<file path="config.mk">
export PLATFORM = sky130hd
export DESIGN_NAME = booth_mul_seq_flat
export DESIGN_NICKNAME = d
export VERILOG_FILES = /design/src/rtl/booth_mul_pkg.sv /design/src/rtl/booth_mul_seq_if.sv /design/src/rtl/booth_r4_recoder.sv /design/src/rtl/booth_mul_seq.sv /design/src/flat_wrapper.sv
export SDC_FILE = /design/constraint.sdc
export NUM_CORES = 1
export LEC_CHECK = 0
export CELL_PAD_IN_SITES_DETAIL_PLACEMENT = 1
export CELL_PAD_IN_SITES_GLOBAL_PLACEMENT = 1
export CORE_MARGIN = 4
export CORE_UTILIZATION = 45
export DETAILED_ROUTE_END_ITERATION = 10
export GPL_ROUTABILITY_DRIVEN = 0
export PLACE_DENSITY_LB_ADDON = 0.1
export SLEW_MARGIN = 5
export SYNTH_ARGS = -nofsm -noshare
export SYNTH_HDL_FRONTEND = slang
export SYNTH_HIERARCHICAL = 1
export SYNTH_SLANG_ARGS = --single-unit
</file>
<file path="constraint.sdc">
create_clock -name clk -period 8.8 [get_ports clk]
set_input_delay 1.32 -clock clk [delete_from_list [all_inputs] [get_ports clk]]
set_output_delay 1.32 -clock clk [all_outputs]
set_load 0.05 [all_outputs]
</file>
<file path="src/rtl/booth_mul_pkg.sv">
// Shared types and constants for the iterative radix-4 Booth multiplier.
package booth_mul_pkg;

  typedef enum logic [1:0] {
    IDLE = 2'd0,
    BUSY = 2'd1,
    DONE = 2'd2
  } state_e;

  // Booth digit encoding, bit order {neg, one, two}
  localparam logic [2:0] ZERO = 3'b000;
  localparam logic [2:0] POS1 = 3'b010;
  localparam logic [2:0] POS2 = 3'b001;
  localparam logic [2:0] NEG1 = 3'b110;
  localparam logic [2:0] NEG2 = 3'b101;

  function automatic int unsigned iter_count(input int unsigned width);
    return width / 2 + 1;
  endfunction

endpackage

</file>
<file path="src/rtl/booth_mul_seq_if.sv">
// Operand/result handshake bundle for booth_mul_seq.
interface booth_mul_seq_if #(
  parameter int unsigned WIDTH = 32
);
  logic                 in_valid;
  logic                 in_ready;
  logic [WIDTH-1:0]     a;
  logic [WIDTH-1:0]     b;
  logic                 is_signed;
  logic                 out_valid;
  logic                 out_ready;
  logic [2*WIDTH-1:0]   product;

  modport master (
    output in_valid, a, b, is_signed, out_ready,
    input  in_ready, out_valid, product
  );

  modport slave (
    input  in_valid, a, b, is_signed, out_ready,
    output in_ready, out_valid, product
  );
endinterface

</file>
<file path="src/rtl/booth_r4_recoder.sv">
// Radix-4 Booth recoder: 3-bit multiplier window to {neg, one, two} digit controls.
module booth_r4_recoder
  import booth_mul_pkg::*;
(
  input  logic [2:0] window,
  output logic       neg,
  output logic       one,
  output logic       two
);

  logic [2:0] digit_c;

  always_comb begin
    digit_c = ZERO;
    case (window)
      3'b001, 3'b010: digit_c = POS1;
      3'b011:         digit_c = POS2;
      3'b100:         digit_c = NEG2;
      3'b101, 3'b110: digit_c = NEG1;
      default:        digit_c = ZERO;
    endcase
    {neg, one, two} = digit_c;
  end

endmodule

</file>
<file path="src/rtl/booth_mul_seq.sv">
// Iterative radix-4 Booth multiplier: one Booth digit per cycle, valid/ready on both sides.
module booth_mul_seq
  import booth_mul_pkg::*;
#(
  parameter int unsigned WIDTH = 32
) (
  input  logic           clk,
  input  logic           rst_n,
  booth_mul_seq_if.slave bus
);

  localparam int unsigned XW   = WIDTH + 2;
  localparam int unsigned AW   = 2 * WIDTH + 4;
  localparam int unsigned PW   = 2 * WIDTH;
  localparam int unsigned ITER = iter_count(WIDTH);
  localparam int unsigned CW   = $clog2(ITER);

  state_e          state_q, state_d;
  logic [CW-1:0]   cnt_q, cnt_d;
  // multiplicand, pre-shifted to the weight of the current digit
  logic [AW-1:0]   a_q, a_d;
  // extended multiplier with appended Booth LSB, shifted right two bits per digit
  logic [XW:0]     b_q, b_d;
  logic [AW-1:0]   acc_q, acc_d;
  logic [PW-1:0]   product_q, product_d;
  logic            out_valid_q, out_valid_d;

  logic            in_ready_c, accept_c;
  logic            a_sign_c, b_sign_c;
  logic            neg_c, one_c, two_c;
  logic [AW-1:0]   mag_c, pp_c, acc_sum_c;

  booth_r4_recoder u_recoder (
    .window (b_q[2:0]),
    .neg    (neg_c),
    .one    (one_c),
    .two    (two_c)
  );

  assign in_ready_c = (state_q == IDLE) || ((state_q == DONE) && bus.out_ready);
  assign accept_c   = bus.in_valid && in_ready_c;
  assign a_sign_c   = bus.is_signed & bus.a[WIDTH-1];
  assign b_sign_c   = bus.is_signed & bus.b[WIDTH-1];

  // Partial product and accumulate; wraps mod 2^AW, exact in the low PW bits
  always_comb begin
    mag_c = '0;
    if (two_c)      mag_c = a_q << 1;
    else if (one_c) mag_c = a_q;
    pp_c      = neg_c ? (~mag_c + AW'(1)) : mag_c;
    acc_sum_c = acc_q + pp_c;
  end

  always_comb begin
    state_d     = state_q;
    cnt_d       = cnt_q;
    a_d         = a_q;
    b_d         = b_q;
    acc_d       = acc_q;
    product_d   = product_q;
    out_valid_d = out_valid_q;

    case (state_q)
      IDLE: ;
      BUSY: begin
        acc_d = acc_sum_c;
        a_d   = a_q << 2;
        b_d   = b_q >> 2;
        cnt_d = cnt_q + CW'(1);
        if (cnt_q == CW'(ITER - 1)) begin
          state_d     = DONE;
          cnt_d       = '0;
          out_valid_d = 1'b1;
          product_d   = acc_sum_c[PW-1:0];
        end
      end
      DONE: begin
        if (bus.out_ready) begin
          out_valid_d = 1'b0;
          state_d     = IDLE;
        end
      end
      default: state_d = IDLE;
    endcase

    // Capture overrides IDLE/DONE handling; also covers the back-to-back DONE->BUSY case
    if (accept_c) begin
      state_d = BUSY;
      cnt_d   = '0;
      acc_d   = '0;
      a_d     = {{(AW - WIDTH){a_sign_c}}, bus.a};
      b_d     = {{2{b_sign_c}}, bus.b, 1'b0};
    end
  end

  always_ff @(posedge clk or negedge rst_n) begin
    if (!rst_n) begin
      state_q     <= IDLE;
      cnt_q       <= '0;
      a_q         <= '0;
      b_q         <= '0;
      acc_q       <= '0;
      product_q   <= '0;
      out_valid_q <= 1'b0;
    end else begin
      state_q     <= state_d;
      cnt_q       <= cnt_d;
      a_q         <= a_d;
      b_q         <= b_d;
      acc_q       <= acc_d;
      product_q   <= product_d;
      out_valid_q <= out_valid_d;
    end
  end

  assign bus.in_ready  = in_ready_c;
  assign bus.out_valid = out_valid_q;
  assign bus.product   = product_q;

endmodule

</file>
<file path="src/flat_wrapper.sv">
// flat-port wrapper written by rule: the top's interface ports become plain ports
module booth_mul_seq_flat import booth_mul_pkg::*;
#(
  parameter int unsigned WIDTH = 32
)
  (clk, rst_n, bus_in_valid, bus_a, bus_b, bus_is_signed, bus_out_ready, bus_in_ready, bus_out_valid, bus_product);
  booth_mul_seq_if #(.WIDTH(WIDTH)) bus_i ();
  input  logic clk;
  input  logic rst_n;
  input wire logic [$bits(bus_i.in_valid)-1:0] bus_in_valid;
  input wire logic [$bits(bus_i.a)-1:0] bus_a;
  input wire logic [$bits(bus_i.b)-1:0] bus_b;
  input wire logic [$bits(bus_i.is_signed)-1:0] bus_is_signed;
  input wire logic [$bits(bus_i.out_ready)-1:0] bus_out_ready;
  output wire logic [$bits(bus_i.in_ready)-1:0] bus_in_ready;
  output wire logic [$bits(bus_i.out_valid)-1:0] bus_out_valid;
  output wire logic [$bits(bus_i.product)-1:0] bus_product;
  assign bus_i.in_valid = bus_in_valid;
  assign bus_i.a = bus_a;
  assign bus_i.b = bus_b;
  assign bus_i.is_signed = bus_is_signed;
  assign bus_i.out_ready = bus_out_ready;
  assign bus_in_ready = bus_i.in_ready;
  assign bus_out_valid = bus_i.out_valid;
  assign bus_product = bus_i.product;
  booth_mul_seq #(.WIDTH(WIDTH)) u_core (.clk(clk), .rst_n(rst_n), .bus(bus_i));
endmodule
</file>
==> reports/metrics.csv <==
stage,metric,value,unit
routing,wl,48.28,mm
synthesis,avgSynthCellArea,8.699,um^2
final_layout,fill_cells,3975,
placement,post-dp-hpwl,34.36,mm
timing,worstMarginPinSlew,1311,ps
placement,pre_cts_ws,1110,ps
timing,slew_viol_final,0,
worst_setup_path,reg2reg_depth,22,
clock_tree,clk_pin_slew,60,ps
timing,holdWs,472.9,ps
routing,vias_per_cell,6.100,
global_routing,grt_max_degree,153,
worst_hold_path,worstHoldPathCells,2,
final_layout,final_cell_mix,"nand2_1 (278), dfrtp_1 (234), o21ai_0 (169)",
timing,layout_setup_ws,1006,ps
timing,fin_crit,7794,ps
clock_tree,numCtsBuffers,28,
worst_setup_path,cpMostUsedCell,or3_1,
global_routing,gr-total-overflow,0,
timing,fin_tns_setup,0,ps
flow_run,drv_cap,0,
timing,rsz0062_at_grt,false,
timing,setup_viol,0,
worst_setup_path,worst-endpoint-required,9200,ps
floorplanning,rows,68,
routing,ant_nets,0,
floorplanning,die-area,37840,um^2
timing,finClkSkew,8.453,ps
worst_setup_path,crit_family,simple AND/OR/NAND/NOR gates,
routing,wl_per_cell,20.88,um
worst_setup_path,critPathMaxFanout,80,
floorplanning,start_util,0.4544,
clock_tree,cts_max_level,1,
synthesis,synthFlopType,dfrtp_1,
final_layout,final_common_cell,nand2_1,
worst_setup_path,cp_num_buf_inv,2,
floorplanning,die_w,194.5,um
clock_tree,root_buffer,clkbuf_16,
clock_tree,tritoncts,built,
worst_setup_path,critPathSlowestCell,o21ai_4,
final_layout,layout-drive-gt1-share,0.07001,
worst_hold_path,holdCritPathClass,flop to flop,
routing,dr.pass1.iters,5,
global_routing,grt.total_usage,0.2478,
synthesis,syn-instance-count,1800,
clock_tree,insertion_delay,560,ps
clock_tree,postCtsSetupBuffers,0,
final_layout,n_antenna_cell,0,
worst_hold_path,whs_endpoint,u_core/b_q[13],
worst_setup_path,start_kind,flop,
synthesis,synthArstFlopShare,1.000,
clock_tree,cts_buffer_depth,3,
synthesis,ys_ff_latch,234,
synthesis,synth_edf_count,0,
worst_setup_path,timing.rr.end,u_core/bus.product[63],
final_layout,areaGrowthSynthToFinish,15.53,%
worst_setup_path,cp.arrival,8200,ps
worst_setup_path,critPathKind,flop to flop,
worst_setup_path,r2r_start,u_core/b_q[0],
worst_setup_path,ff2ff_setup_slack,1010,ps
worst_setup_path,max_stage_delay,740,ps
routing,route.detailed.drc,0,
final_layout,regArea,5856,um^2
worst_setup_path,critPathCaptureType,flop,
global_routing,antenna_found_initial,2,
synthesis,synth.cell_area,15660,um^2
global_routing,grt_pass1_wl,79.07,mm
synthesis,seq_area_frac_synth,0.3740,
clock_tree,ctsResizeCount,0,
floorplanning,chipHeight,194.5,um
timing,max_freq,0.1283,GHz
routing,num_vias,14104,
timing,period_share,0.8857,
global_routing,grt_pass1_vias,14432,
floorplanning,core_area,34460,um^2
clock_tree,cts.sinks,234,
synthesis,ys_types,81,
synthesis,synth.net_count,1950,
clock_tree,cts_hold_buf,0,
synthesis,yosys_warnings,6,
worst_setup_path,path_cells,nand2_1 -> o21ai_4 -> buf_4 -> inv_2 -> mux2_2 -> o211ai_1 -> or3_1 -> or4b_4 -> or3_1 -> o31ai_1 -> xor2_1 -> ha_1 -> nand4_1 -> or3_1 -> nor4_1 -> nand3_1 -> a211oi_1 -> nor4b_1 -> or3_1 -> a41oi_1 -> xnor2_1 -> o21ai_1,
floorplanning,pin_count,135,
worst_hold_path,hold_start,u_core/b_q[13],
run_status,outcome,"finished, final reports clean",
timing,slew_headroom,0.1260,
placement,numPortBuffers,134,
final_layout,nNetsFinal,1986,
routing,drt-initial-drc-count,889,
final_layout,multiInputGateArea,9224,um^2
timing,finalHoldViolCount,0,
[cells in the mapped netlist (4+ instances only)]
cell       instances  share of area
nand2_1          280          0.067
dfrtp_1          234           0.37
o21ai_0          170          0.054
clkbuf_1         128          0.031
a21oi_1          124          0.040
a22oi_1          119          0.057
xor2_1            82          0.046
ha_1              80          0.064
nor2_1            57          0.014
a22o_1            52          0.029
mux2_2            48          0.035
xnor2_1           43          0.024
nand3_1           39          0.012
a21o_1            36          0.017
inv_1             22         0.0053
nand4_1           20         0.0080
nor3_1            16         0.0051
nand2b_1          15         0.0060
nor4_1            13         0.0052
o21bai_1          13         0.0062
nor2b_1           12         0.0048
o21ai_1           12         0.0038
and2_1            11         0.0044
buf_1             11         0.0026
a31oi_1           10         0.0040
and3_1            10         0.0040
o211ai_1          10         0.0048
o21a_1            10         0.0048
or3_1             10         0.0040
o31ai_1            9         0.0043
or4_1              7         0.0034
o41ai_1            6         0.0034
a211oi_1           5         0.0024
mux2i_1            5         0.0032
o22ai_1            5         0.0020
a221oi_1           4         0.0022
o2111ai_1          4         0.0022
o2bb2ai_1          4         0.0022
[worst max path at each step]
stage / from / cells after the start / end
after detailed placement: u_core/b_q[1] / 22 / u_core/bus.product[63]
after global placement: u_core/b_q[1] / 22 / u_core/bus.product[63]
final: u_core/b_q[0] / 22 / u_core/bus.product[63]
after CTS: u_core/b_q[0] / 22 / u_core/bus.product[63]
after global routing: u_core/b_q[1] / 22 / u_core/bus.product[63]
after floorplan: u_core/b_q[2] / 30 / u_core/bus.product[63]
[registers in the layout (all words and copies together) (netlist names)]
name,count
u_core/cnt_q,5
u_core/bus.product,64
u_core/b_q,34
u_core/a_q,64
u_core/bus.out_valid,1
u_core/acc_q,64
u_core/state_q,2
[final cells by class]
| type | instances | share of cell area |
|---|---|---|
| sequential | 234 | 0.3237 |
| inverter | 23 | 0.004772 |
| clock inverter | 9 | 0.005118 |
| timing repair buffer | 147 | 0.08120 |
| clock buffer | 42 | 0.04385 |
| tap | 455 | 0.03147 |
| multi-input combinational | 1402 | 0.5099 |
[cells by family (layout without fill, tap and decap cells)]
family | count (synthesis) | count (layout) | share of synthesized area
fa+ha+maj | 81 | 81 | 0.06521
compound gates | 629 | 629 | 0.2617
flops | 234 | 234 | 0.3740
buf+inv | 164 | 221 | 0.03987
simple gates | 514 | 514 | 0.1516
xor+xnor | 125 | 125 | 0.06992
mux | 53 | 53 | 0.03772
[worst min-delay path, stage by stage, from the launching register on]
cell,delay [ps]
dfrtp_1,340
nand2_1,50
nand2_1,50
[layer usage]
| layer | global-route usage | up-vias | routed length (um) |
|---|---|---|---|
| met5 | 0 | - | 20 |
| met4 | 0.04922 | 4 | 991 |
| met3 | 0.04143 | 72 | 2480 |
| met2 | 0.3927 | 331 | 22070 |
| met1 | 0.3610 | 7068 | 22720 |
| li1 | - | 6629 | - |
[through the flow]
step                      area (um^2)  instances  utilization
after floorplan                 15660       1800            -
after global placement          17200       2261       0.4993
after detailed placement        17200       2261       0.4993
after CTS                       18090       2312       0.5250
after global routing            18090       2312       0.5250
final                           18090       2312       0.5250
Power is left out: the tool's default activity adds up to more than one toggle a clock period on the data nets, which glitch-free logic cannot reach.
